### src/rtl/gin_feeder.sv
// gin_feeder: tags buffer read words with a raster-scanned (row, col) pair and queues them toward GIN.
// Ports:
//   clk, reset (async, active-low)
//   cfg_start, cfg_row_first/last, cfg_col_first/last : transfer setup, sampled in IDLE
//   busy, done, cfg_err                               : transfer status
//   in_data, in_valid, in_ready                       : global buffer read stream
//   gin_data, gin_row_tag, gin_col_tag, gin_enable, gin_ready : tagged stream toward GIN
module gin_feeder #(
   parameter int DATA_WIDTH    = 64,
   parameter int ROW_TAG_WIDTH = 4,
   parameter int COL_TAG_WIDTH = 4,
   parameter int FIFO_DEPTH    = 4
) (
   input  logic                     clk,
   input  logic                     reset,
   input  logic                     cfg_start,
   input  logic [ROW_TAG_WIDTH-1:0] cfg_row_first,
   input  logic [ROW_TAG_WIDTH-1:0] cfg_row_last,
   input  logic [COL_TAG_WIDTH-1:0] cfg_col_first,
   input  logic [COL_TAG_WIDTH-1:0] cfg_col_last,
   output logic                     busy,
   output logic                     done,
   output logic                     cfg_err,
   input  logic [DATA_WIDTH-1:0]    in_data,
   input  logic                     in_valid,
   output logic                     in_ready,
   output logic [DATA_WIDTH-1:0]    gin_data,
   output logic [ROW_TAG_WIDTH-1:0] gin_row_tag,
   output logic [COL_TAG_WIDTH-1:0] gin_col_tag,
   output logic                     gin_enable,
   input  logic                     gin_ready
);
   localparam int AW = $clog2(FIFO_DEPTH);
   localparam int EW = DATA_WIDTH + ROW_TAG_WIDTH + COL_TAG_WIDTH;
   typedef enum logic [1:0] {IDLE, RUN, DRAIN, FIN} state_t;
   state_t state, state_nx;
   logic [ROW_TAG_WIDTH-1:0] row_cnt, row_last_q;
   logic [COL_TAG_WIDTH-1:0] col_cnt, col_first_q, col_last_q;
   logic err_q, bad_rect, last_tag, push, pop, empty, full;
   logic [AW:0] wr_ptr, rd_ptr, occ;
   logic [EW-1:0] mem [FIFO_DEPTH];
   logic [EW-1:0] head, last_q;
   assign bad_rect = (cfg_row_first > cfg_row_last) || (cfg_col_first > cfg_col_last);
   assign last_tag = (row_cnt == row_last_q) && (col_cnt == col_last_q);
   // pointers carry one extra wrap bit, so occupancy == FIFO_DEPTH sets exactly the top bit
   assign occ      = wr_ptr - rd_ptr;
   assign empty    = (occ == '0);
   assign full     = occ[AW];
   // no push while full, even on a same-cycle pop: keeps in_ready independent of gin_ready
   assign in_ready = (state == RUN) && !full;
   assign push     = in_valid && in_ready;
   assign pop      = !empty && gin_ready;
   assign head     = mem[rd_ptr[AW-1:0]];
   // last_q holds the most recently delivered word so the payload freezes while empty
   assign {gin_data, gin_row_tag, gin_col_tag} = empty ? last_q : head;
   assign gin_enable = !empty;
   assign busy       = (state == RUN) || (state == DRAIN);
   assign done       = (state == FIN);
   assign cfg_err    = done && err_q;
   always_comb begin
      state_nx = state;
      case (state)
         IDLE:  if (cfg_start) state_nx = bad_rect ? FIN : RUN;
         RUN:   if (push && last_tag) state_nx = DRAIN;
         DRAIN: if (pop && occ == (AW+1)'(1)) state_nx = FIN;
         FIN:   state_nx = IDLE;
         default: state_nx = IDLE;
      endcase
   end
   always_ff @(posedge clk or negedge reset) begin
      if (!reset) begin
         state       <= IDLE;
         row_cnt     <= '0;
         col_cnt     <= '0;
         row_last_q  <= '0;
         col_first_q <= '0;
         col_last_q  <= '0;
         err_q       <= 1'b0;
      end else begin
         state <= state_nx;
         if (state == IDLE && cfg_start) begin
            row_cnt     <= cfg_row_first;
            col_cnt     <= cfg_col_first;
            row_last_q  <= cfg_row_last;
            col_first_q <= cfg_col_first;
            col_last_q  <= cfg_col_last;
            err_q       <= bad_rect;
         end else if (push && !last_tag) begin
            // counters stop on the final tag, so they never wrap even for a full-range rectangle
            if (col_cnt == col_last_q) begin
               col_cnt <= col_first_q;
               row_cnt <= row_cnt + 1'b1;
            end else begin
               col_cnt <= col_cnt + 1'b1;
            end
         end
      end
   end
   always_ff @(posedge clk or negedge reset) begin
      if (!reset) begin
         wr_ptr <= '0;
         rd_ptr <= '0;
         last_q <= '0;
      end else begin
         if (push) wr_ptr <= wr_ptr + 1'b1;
         if (pop) begin
            rd_ptr <= rd_ptr + 1'b1;
            last_q <= head;
         end
      end
   end
   always_ff @(posedge clk) begin
      if (push) mem[wr_ptr[AW-1:0]] <= {in_data, row_cnt, col_cnt};
   end
endmodule

### config.mk
export PLATFORM = sky130hd
export DESIGN_NAME = gin_feeder
export DESIGN_NICKNAME = d
export VERILOG_FILES = /design/src/rtl/gin_feeder.sv
export SDC_FILE = /design/constraint.sdc
export NUM_CORES = 1
export LEC_CHECK = 0
export BUFFER_PORTS_ARGS = -buffer_cell sky130_fd_sc_hd__buf_2
export CAP_MARGIN = 30
export CORE_MARGIN = 4
export CORE_UTILIZATION = 53
export CTS_CLUSTER_SIZE = 16
export DETAILED_ROUTE_END_ITERATION = 10
export PLACE_DENSITY = 0.76
export SLEW_MARGIN = 20
export SYNTH_ARGS = -nofsm -noshare
export SYNTH_HDL_FRONTEND = slang
export SYNTH_SLANG_ARGS = --single-unit
### constraint.sdc
create_clock -name clk -period 3.6 [get_ports clk]
set_clock_uncertainty 0.2 [all_clocks]
set_input_delay 0.36 -clock clk [delete_from_list [all_inputs] [get_ports clk]]
set_output_delay 0.36 -clock clk [all_outputs]
set_load 0.03 [all_outputs]
==> results_dict.tcl <==
set metrics [dict create \
    synth_most_common_cell "edfxtp_1" \
    max-vdd-ir-drop_mv 0.6518 \
    core_um2 28940 \
    cp.required_ps 3040 \
    cpPeakStageDelay_ps 380 \
    clk_latency_ps 520 \
    ant_nets 0 \
    status "finished clean" \
    gr-total-overflow 0 \
    nets 1306 \
    fin_util_pct 66.42 \
    wire_per_inst_um 19.53 \
    synth_top_cell_area_share_pct 55.16 \
    min_path_type "primary input to flop" \
    h-tree-depth 2 \
    setup_ws_ps 148.6 \
    ios 162 \
    synth-adder-area-share_pct 1.804 \
    synth_ff_type "edfxtp_1" \
    first_pass_iters 5 \
    netlist_area_um2 15680 \
    synthMuxAreaShare_pct 16.32 \
    vias_per_cell 5.420 \
    pwr_density_cell_nw_per_um2 951.3 \
    grt_max_degree 75 \
    rsz0062_at_grt "no" \
    crit_type "flop to output pin" \
    synth_common_cells "edfxtp_1, nand2_1, dfrtp_1" \
    synth.ff_latch_count 389 \
    dp_hpwl_mm 18.47 \
    ys_top_cells_by_area "edfxtp_1, dfrtp_1, mux4_2" \
    dieWidth_um 180.0 \
    die_area_um2 32400 \
    cts_tree "done" \
    relSlewSlack_pct 37.03 \
    start_util_pct 54.19 \
    drt_iter0_drc 607 \
    synth_top_family_by_area "multiplexers" \
    finalHoldViolations 0 \
    min_period_ps 3451 \
    dp_slack_ps 459.8 \
    holdPathStages 4 \
    yosysTopAreaCell "edfxtp_1" \
    cpMaxStageDelayCell "mux2_2" \
    ys_warn_count 0 \
    synth_nets 1050 \
    first_global_vias 9693 \
    grt_usage_pct 19.82 \
    ctsLongestPathBuffers 3 \
    drc_errors 0 \
    ys_async_sr_fraction_pct 25.96 \
    fin_crit_sh_pct 95.87 \
    fin_cells 1615 \
    antenna_found_initial 0 \
    fin_tns_setup_ps 0 \
    cts_sinks 389 \
    cap_violations 0 \
    dpl.cell_count 1460 \
    timing.critical_path.cells "inv_1, ha_1, fa_1, xnor3_1, nand3_4, buf_8, mux2_2, buf_2" \
    vias 8754 \
    power.leakage_nw 7.514 \
    cts_root_buf "clkbuf_16" \
    drive_above_1_share_pct 32.17 \
    portBuffers 161 \
    synthSimpleGateAreaFrac_pct 7.062 \
    cp.arrival_ps 2890 \
    yosys.cell_types.count 35 \
    synth_compound_area_share_pct 0.9895 \
    wl_mm 31.53 \
    grt_pass1_wl_mm 51.54 \
    syn_inst 943 \
    rows 62 \
    cts_buffers 40 \
    worst_pin_slew_ps 944.5 \
    gp_congestion 0.7909 \
    max_freq_ghz 0.2897 \
    synth_enable_flop_cells 288 \
    synth-xor-area-share_pct 1.037 \
    setup_viol 0 \
    ff2ff_path_depth 8 \
    critPathMaxFanout 38 \
    yosysSeqAreaShare_pct 71.28 \
    clk_pin_slew_worst_paths_ps 60 \
    die_h_um 180.0 \
    area_growth_pct 22.58 \
    startpoint_type "flop" \
    worstSetupEndpointType "output pin" \
    slew_viol_final 0 \
    diodes 0 \
    syn_area_per_cell_um2 16.63 \
]
==> timing repair <==
item,4_1_cts,5_1_grt
pin swaps,0,0
setup buffers,0,0
hold endpoints to repair,329,0
endpoints found under the setup margin,37,21
hold buffers,81,0
gates resized for setup,1,2
gates cloned,0,0
==> cell type report <==
class | instances | area, um2
Clock inverter | 14 | 133.9
Sequential cell | 389 | 11180
Fill cell | 1941 | 9717
Inverter | 15 | 56.30
Tap cell | 384 | 480.5
Clock buffer | 60 | 1189
Multi-Input combinational cell | 496 | 4299
Timing Repair Buffer | 257 | 1877
==> power breakdown <==
part,internal (mW),switching (mW),leakage (nW)
logic,3.14,4.92,3.04
registers,5.71,0.457,3.83
clock network,2.44,1.63,0.649
total,11.3,7.00,7.51
==> registers in the layout (all words and copies together), names as in the netlist <==
register	count
mem	288
last_q	72
col_cnt	4
col_first_q	4
col_last_q	4
row_cnt	4
row_last_q	4
rd_ptr	3
wr_ptr	3
state	2
err_q	1
==> worst max-delay path, delay by kind of cell (launching register included) <==
family / cells / cell delay [ps]
XOR/XNOR: 1 / 270
AND/OR/NAND/NOR: 1 / 140
flip-flops: 1 / 370
multiplexers: 1 / 380
buffers and inverters: 3 / 570
adder cells (fa/ha/maj): 2 / 590
==> cell families after synthesis <==
group           after synthesis
fa+ha+maj                    22
simple gates                275
compound gates               26
mux                         156
xor+xnor                     17
flops                       389
buf+inv                      58
==> layout by cell type, fill, tap and decap left out, types with 8 or more instances in the layout <==
| cell | instances |
|---|---|
| edfxtp_1 | 288 |
| nand2_1 | 246 |
| buf_2 | 160 |
| dfrtp_1 | 99 |
| dlygate4sd3_1 | 81 |
| mux2_2 | 76 |
| mux4_2 | 72 |
| clkbuf_16 | 42 |
| ha_1 | 21 |
| o21ai_0 | 16 |
| inv_1 | 15 |
| clkbuf_1 | 11 |
| buf_12 | 11 |
| xnor2_1 | 8 |
| xor2_1 | 8 |
==> through the flow <==
stage	hold WS, ps	area (um2)	power (mW)
after floorplan	-135.6	15680	12.08
after global placement	252.7	17080	14.07
after detailed placement	258.8	17080	14.26
after CTS	106.6	19210	18.45
after global routing	142.7	19220	19.33
final	122.5	19220	18.28
==> worst paths after layout <==
check	start	endpoint	slack, ps
setup reg to reg	wr_ptr[0]	state[1]	460
max in group asynchronous	reset	state[1]	2200
hold / removal	cfg_start	state[0]	120
hold reg to reg	last_q[29]	last_q[29]	270
min in group asynchronous	reset	last_q[63]	250
setup / recovery	wr_ptr[0]	gin_data[37]	150
==> metal layers <==
metal  vias up  part of all wire (%)  GRT usage (%)
met5         -                     0              0
met4         0                   1.7          4.358
met3        46                   5.0          3.436
met2       233                    51          34.65
met1      4467                    42          26.51
li1       4008                     -              -
(Power assumes the default switching activity.)
